--- config.mk ---
export PLATFORM = sky130hd
export DESIGN_NAME = pipe_stage_skid
export DESIGN_NICKNAME = d
export VERILOG_FILES = /design/src/rtl/pipe_stage_skid.sv
export SDC_FILE = /design/constraint.sdc
export NUM_CORES = 1
export LEC_CHECK = 0
export ABC_AREA = 1
export CORE_ASPECT_RATIO = 1.75
export CORE_MARGIN = 10
export CORE_UTILIZATION = 40
export CTS_BUF_LIST = sky130_fd_sc_hd__clkbuf_16
export DETAILED_ROUTE_END_ITERATION = 6
export PLACE_DENSITY = 0.8
export RECOVER_POWER = 25
export SYNTH_ARGS = -nofsm -noshare
export SYNTH_HDL_FRONTEND = slang
export SYNTH_SLANG_ARGS = --single-unit
--- constraint.sdc ---
create_clock -name i_clk -period 1.55 [get_ports i_clk]
set_clock_uncertainty 0.1 [all_clocks]
set_input_delay 0.31 -clock i_clk [delete_from_list [all_inputs] [get_ports i_clk]]
set_output_delay 0.31 -clock i_clk [all_outputs]
set_load 0.02 [all_outputs]
--- src/rtl/pipe_stage_skid.sv ---
// ---------------------------------------------------------------------------
// pipe_stage_skid
//   Inter-stage pipeline register with a valid/ready handshake and a 2-entry
//   skid buffer. It carries one packed stage bundle at full throughput under
//   backpressure. Main register M drives the output; skid register S catches
//   the beat that arrives while M is stalled. A flush clears the stage but can
//   keep selected M bits, such as a PC field needed for exception reporting.
//   A saturating counter records stalled output cycles for performance debug.
//
// Parameters
//   WIDTH      payload width in bits
//   KEEP_MASK  1 = main-register bit kept on flush, 0 = bit cleared
//   RESET_VAL  main-register value after reset
//   CNT_W      stall counter width
//
// Ports
//   i_clk        rising-edge clock
//   i_reset      synchronous active-high reset; takes priority over flush
//   i_flush      drop every held entry
//   i_in_valid   upstream presents i_in_data
//   o_in_ready   block can accept a beat this cycle
//   i_in_data    upstream payload
//   o_out_valid  o_out_data is valid
//   i_out_ready  downstream consumes a beat this cycle
//   o_out_data   payload, always the main register
//   o_occupancy  number of entries held: 0, 1 or 2
//   o_stall_cnt  saturating count of cycles with o_out_valid & ~i_out_ready
// ---------------------------------------------------------------------------
module pipe_stage_skid #(
    parameter int unsigned          WIDTH     = 32,
    parameter logic [WIDTH-1:0]     KEEP_MASK = '0,
    parameter logic [WIDTH-1:0]     RESET_VAL = '0,
    parameter int unsigned          CNT_W     = 16
) (
    input  logic             i_clk,
    input  logic             i_reset,
    input  logic             i_flush,
    input  logic             i_in_valid,
    output logic             o_in_ready,
    input  logic [WIDTH-1:0] i_in_data,
    output logic             o_out_valid,
    input  logic             i_out_ready,
    output logic [WIDTH-1:0] o_out_data,
    output logic [1:0]       o_occupancy,
    output logic [CNT_W-1:0] o_stall_cnt
);

    typedef enum logic [1:0] {
        StEmpty = 2'd0,
        StOne   = 2'd1,
        StFull  = 2'd2
    } state_e;

    localparam logic [CNT_W-1:0] CntMax = '1;

    state_e           r_state;
    state_e           w_state_d;
    logic [WIDTH-1:0] r_main;
    logic [WIDTH-1:0] w_main_d;
    logic [WIDTH-1:0] r_skid;
    logic [WIDTH-1:0] w_skid_d;
    logic [CNT_W-1:0] r_stall_cnt;
    logic [CNT_W-1:0] w_stall_cnt_d;

    logic w_in_ready;
    logic w_out_valid;
    logic w_accept;
    logic w_emit;

    // Handshake qualifiers. in_ready is gated by reset so nothing is accepted
    // while the block is being cleared.
    always_comb begin
        w_in_ready  = (r_state != StFull) & ~i_reset;
        w_out_valid = (r_state != StEmpty);
        w_accept    = i_in_valid & w_in_ready;
        w_emit      = w_out_valid & i_out_ready;
    end

    // Next-state and storage update.
    always_comb begin
        w_state_d = r_state;
        w_main_d  = r_main;
        w_skid_d  = r_skid;

        unique case (r_state)
            StEmpty: begin
                if (w_accept) begin
                    w_main_d  = i_in_data;
                    w_state_d = StOne;
                end
            end
            StOne: begin
                if (w_accept && w_emit) begin
                    w_main_d = i_in_data;
                end else if (w_accept) begin
                    // M is stalled, so the new beat parks in the skid register.
                    w_skid_d  = i_in_data;
                    w_state_d = StFull;
                end else if (w_emit) begin
                    w_state_d = StEmpty;
                end
            end
            StFull: begin
                // in_ready is low here, so only a drain can happen.
                if (w_emit) begin
                    w_main_d  = r_skid;
                    w_state_d = StOne;
                end
            end
            default: begin
                w_state_d = StEmpty;
            end
        endcase

        // Flush overrides every handshake decided above in this cycle.
        if (i_flush) begin
            w_state_d = StEmpty;
            w_main_d  = r_main & KEEP_MASK;
            w_skid_d  = '0;
        end
    end

    // The stall counter looks at the pre-flush handshake and survives a flush.
    always_comb begin
        w_stall_cnt_d = r_stall_cnt;
        if (w_out_valid && !i_out_ready && (r_stall_cnt != CntMax)) begin
            w_stall_cnt_d = r_stall_cnt + 1'b1;
        end
    end

    always_ff @(posedge i_clk) begin
        if (i_reset) begin
            r_state     <= StEmpty;
            r_main      <= RESET_VAL;
            r_skid      <= '0;
            r_stall_cnt <= '0;
        end else begin
            r_state     <= w_state_d;
            r_main      <= w_main_d;
            r_skid      <= w_skid_d;
            r_stall_cnt <= w_stall_cnt_d;
        end
    end

    always_comb begin
        o_in_ready  = w_in_ready;
        o_out_valid = w_out_valid;
        o_out_data  = r_main;
        o_stall_cnt = r_stall_cnt;
        unique case (r_state)
            StEmpty: o_occupancy = 2'd0;
            StOne:   o_occupancy = 2'd1;
            StFull:  o_occupancy = 2'd2;
            default: o_occupancy = 2'd0;
        endcase
    end

endmodule

==> results, run 1 <==
- The sequential cell area in the final layout is 1660 um^2.
- The routed design has 12,500 um of wire.
- The ratio of total power to cell area is 827 nW/um^2.
- Setup violations remaining at the end of the flow were counted as 10.
- The maximum vdd drop is 0.626 mV.
- The share of total power dissipated in the clock network is 0.437.
- The initial core utilization is 0.406.
- The cell taking the most area after synthesis is sky130_fd_sc_hd__dfxtp_1.
- The worst hold-check path type is reg -> reg.
- The run finished, with violations left.
- The final-report max-slew violation count is 0.
- For this run, the detailed router's first-pass iteration total came to 5.
- The floorplan has 46 rows.
- Cell internal power was estimated by the tool at 0.00356 W.
- The combined global-route utilization of all metal layers is 0.166.
- Excluding fillers, the count of instances in the completed layout stands at 789.
- In this run the post-CTS setup repair buffer count came out at 0.
- Counting every sink on the clock net gives 82.
- The max-capacitance violation count is 0.
- The maximum number of pins on one net before global-route repair is 33.
- STA puts the critical path data arrival time at 1.18 ns.
- The final antenna-violating net count is 0.
- After synthesis the cells add up to 3670 um^2.
- At the pin with the least slew margin, the transition time is 0.282 ns.
- 0 antenna diodes ended up in the layout.
- The total area of multi-input combinational cells is 2070 um^2.
- The number of antenna violations at the first check in global routing is 0.
- The layout net count is 704.
- The synthesized netlist net count is 584.
- The core region is 9040 um^2.
- The share of total power dissipated in sequential elements is 0.463.
- The vias per cell is 5.17.
- CTS built an H-tree with a depth of 3.
- The final reports fail on negative setup slack.
- The final clock period utilization by the worst path is 1.03.
- After legalization and detailed placement, the total HPWL measured 8280 um.
- The count of fill cells added during filler insertion is 756.
- The count of different cell masters after synthesis is 23.
- The routability congestion estimate is 0.808.
- The total die area is 13,600 um^2.
- Dividing the detail-routed wire length by the instance count gives 15.9 um.
- The final critical-path required period is 1.59 ns.
- In the routed design, unresolved DRC markers number 0.
- In this run the count of I/O pins placed on the die edge is 89.
- After clock tree synthesis, the clock-pin slew on the worst setup and hold paths is 0.06 ns.
- Relative to the synthesized area, the layout overhead comes to 52.4%.
- Detailed routing inserted a total of 4,076 vias.
- The cell at the root of the clock tree is sky130_fd_sc_hd__clkbuf_16.
- From bottom edge to top edge, the die measures 147 um.
- The DRC violation total after the first TritonRoute iteration is 230.
- The achievable frequency is 629 MHz.
- STA classifies the critical path endpoint as an output pin.
- The worst-case setup margin in the final layout is -0.0390 ns.
- The smallest hold slack is 0.357 ns.
- After synthesis, the cell types taking the most area are sky130_fd_sc_hd__dfxtp_1, sky130_fd_sc_hd__nand2_1, sky130_fd_sc_hd__nor2_1.
- The leakage power of the design is 2.41 nW.
- Of the total power, the share spent switching nets is 0.229.
- The finished layout cell area is 5590 um^2.
- The post-synthesis sequential element count is 82.
- The combinational group share of total power is 0.100.
- After technology mapping, the gate count stands at 546.
- The required time at the endpoint of the critical path is 1.14 ns.
- Yosys printed 0 warnings.
- The fraction of final layout cells with drive strength greater than 1 is 0.194.
- The standard cell area after detailed placement is 4980 um^2.
- The clock buffer count from CTS is 9.
- The deepest clock path buffer count is 2.
- The start-to-end type of the worst setup path is reg -> out.
- The die outline width is 92.4 um.
- Setup repair after global routing could not meet its margin everywhere.
- The number of placed instances with taps included is 768.
- The number of failing hold endpoints at the final stage is 0.
- In this run, post-CTS hold repair placed 0 buffers.
- In this run the worst path has a maximum fanout of 3.
- TritonCTS built the clock tree.
- In this run the tightest slew margin relative to its limit is 0.813.
- The number of global-route vias before repair was 3,802.
- For this run the aggregate overflow at the end of global routing stands at 0.
- The sequential-to-total area share from yosys stat is 0.447.
- The average instance in the mapped netlist occupies 6.72 um^2.
- Of the post-synthesis cell area, the dominant cell type holds 0.447.
- The first global-routing pass estimated 18,400 um of wire.
- The count of port buffers added during placement is 88.
- The analysis attributes to net switching a power of 0.00106 W.
- The element type at the critical path start is a flip-flop.
- At the later pin of the worst-skew pair, clock insertion delay measures 0.34 ns.
[per-stage QoR]
step / total power (W) / worst slack [ns] / utilization / TNS (ns)
detailed placement: 0.00262 / -0.447 / 0.551 / -23.66
finish: 0.00462 / -0.0390 / 0.619 / -0.156
floorplan: 0.00238 / 0.00138 / - / 0
global placement: 0.00261 / -0.408 / 0.551 / -20.18
CTS: 0.00461 / -0.119 / 0.578 / -0.157
global route: 0.00480 / -0.0871 / 0.619 / -2.05
[final cells by class]
cell class,count,share of cell area
clock buffers,9,0.0403
well taps,120,0.0269
flip-flops and latches,82,0.298
clock inverters,5,0.00895
inverters,19,0.0141
multi-input cells,417,0.370
repair buffers,137,0.242
[power by group through the flow]
| stage | registers, W | clock network (W) | logic, W |
|---|---|---|---|
| after global placement | 0.00219 | 0 | 0.000428 |
| final | 0.00214 | 0.00202 | 0.000463 |
| after global routing | 0.00214 | 0.00215 | 0.000502 |
| after detailed placement | 0.00219 | 0 | 0.000434 |
| after floorplan | 0.00221 | 0 | 0.000173 |
| after CTS | 0.00214 | 0.00205 | 0.000421 |
[Yosys cell counts]
cell type                  instances
sky130_fd_sc_hd__nor2_4            3
sky130_fd_sc_hd__buf_4             3
sky130_fd_sc_hd__xor2_1            4
sky130_fd_sc_hd__nand3_2           1
sky130_fd_sc_hd__nand2_2           3
sky130_fd_sc_hd__nor2_1           91
sky130_fd_sc_hd__clkinv_1          1
sky130_fd_sc_hd__a21oi_2           1
sky130_fd_sc_hd__o21ai_0          32
sky130_fd_sc_hd__a21oi_1          46
sky130_fd_sc_hd__dfxtp_1          82
sky130_fd_sc_hd__nand3_1          43
sky130_fd_sc_hd__nand4_1           6
sky130_fd_sc_hd__o21ai_2           1
sky130_fd_sc_hd__buf_2            13
sky130_fd_sc_hd__ha_1              1
sky130_fd_sc_hd__and3_1            1
sky130_fd_sc_hd__nand2_1         180
sky130_fd_sc_hd__xnor2_1           2
sky130_fd_sc_hd__nand3b_1          1
sky130_fd_sc_hd__inv_2             3
sky130_fd_sc_hd__inv_1            15
sky130_fd_sc_hd__clkbuf_1         13
[state kept, by name (all words and copies together) (netlist names)]
name         cells
o_stall_cnt     16
r_state          2
o_out_data      32
r_skid          32
[cell families after synthesis]
logic type / count (synthesis) / share of synthesized area
flip-flops: 82 / 0.447
AND/OR/NAND/NOR: 329 / 0.367
adder cells (fa/ha/maj): 1 / 0.00341
buffers and inverters: 48 / 0.0566
AO/OA/AOI/OAI: 80 / 0.111
XOR/XNOR: 6 / 0.0143
[placed cells by master, fill, tap and decap left out, types with 3 or more instances in the layout]
cell type and instances:
sky130_fd_sc_hd__nand2_1 176, sky130_fd_sc_hd__dfxtp_1 70, sky130_fd_sc_hd__nor2_1 67, sky130_fd_sc_hd__dlygate4sd2_1 45
sky130_fd_sc_hd__a21oi_1 43, sky130_fd_sc_hd__nand3_1 42, sky130_fd_sc_hd__clkdlybuf4s50_1 35, sky130_fd_sc_hd__buf_4 32
sky130_fd_sc_hd__nor2_2 16, sky130_fd_sc_hd__inv_1 15, sky130_fd_sc_hd__o21ai_0 14, sky130_fd_sc_hd__o21ai_1 13
sky130_fd_sc_hd__clkbuf_16 13, sky130_fd_sc_hd__nor2_4 11, sky130_fd_sc_hd__dfxtp_2 9, sky130_fd_sc_hd__nand2_4 6
sky130_fd_sc_hd__nand4_1 6, sky130_fd_sc_hd__buf_12 6, sky130_fd_sc_hd__buf_6 6, sky130_fd_sc_hd__o21ai_4 4
sky130_fd_sc_hd__xor2_1 4, sky130_fd_sc_hd__o21ai_2 3, sky130_fd_sc_hd__a21oi_2 3, sky130_fd_sc_hd__buf_8 3
sky130_fd_sc_hd__dfxtp_4 3
[layer usage]
metal	global-route usage	part of all wire	vias up
met4	0.0822	0.032	0
met3	0.0344	0.051	29
met5	0	0	-
met1	0.166	0.35	1914
li1	-	-	1990
met2	0.311	0.56	143
[worst max-delay path, stage by stage (launching register included)]
cell and delay (ns):
sky130_fd_sc_hd__dfxtp_4 0.36, sky130_fd_sc_hd__inv_4 0.08, sky130_fd_sc_hd__nand2_4 0.05, sky130_fd_sc_hd__inv_2 0.14, sky130_fd_sc_hd__nor2_4 0.05, sky130_fd_sc_hd__buf_4 0.16
[path summary, 6_finish.rpt]
check | startpoint | to | slack [ns] | cells after the start
hold / removal | o_out_data[9]$_SDFFE_PP0P_ | o_out_data[9]$_SDFFE_PP0P_ | 0.36 | 2
hold reg to reg | o_out_data[9]$_SDFFE_PP0P_ | o_out_data[9]$_SDFFE_PP0P_ | 0.36 | 2
setup / recovery | r_state[0]$_SDFFE_PP0P_ | o_in_ready | -0.04 | 5
setup reg to reg | r_state[0]$_SDFFE_PP0P_ | r_skid[6]$_SDFFE_PP0P_ | -0.03 | 8
[what timing repair did]
item | in CTS | in global routing
endpoints found under the setup margin | 87 | 84
resized for setup | 73 | 100
pin swaps | 1 | 18
gates cloned | 1 | 6
Power figures use the tool's default switching activity.
==> inputs of run 2 (changes only) <==
--- a/config.mk
+++ b/config.mk
@@ -11,6 +11,7 @@
 export CORE_UTILIZATION = 40
 export CTS_BUF_LIST = sky130_fd_sc_hd__clkbuf_16
 export DETAILED_ROUTE_END_ITERATION = 6
+export GPL_ROUTABILITY_DRIVEN = 0
 export PLACE_DENSITY = 0.8
 export RECOVER_POWER = 25
 export SYNTH_ARGS = -nofsm -noshare
==> results of run 2 <==
Final layout, timing and power as in run 1 (identical DEF).
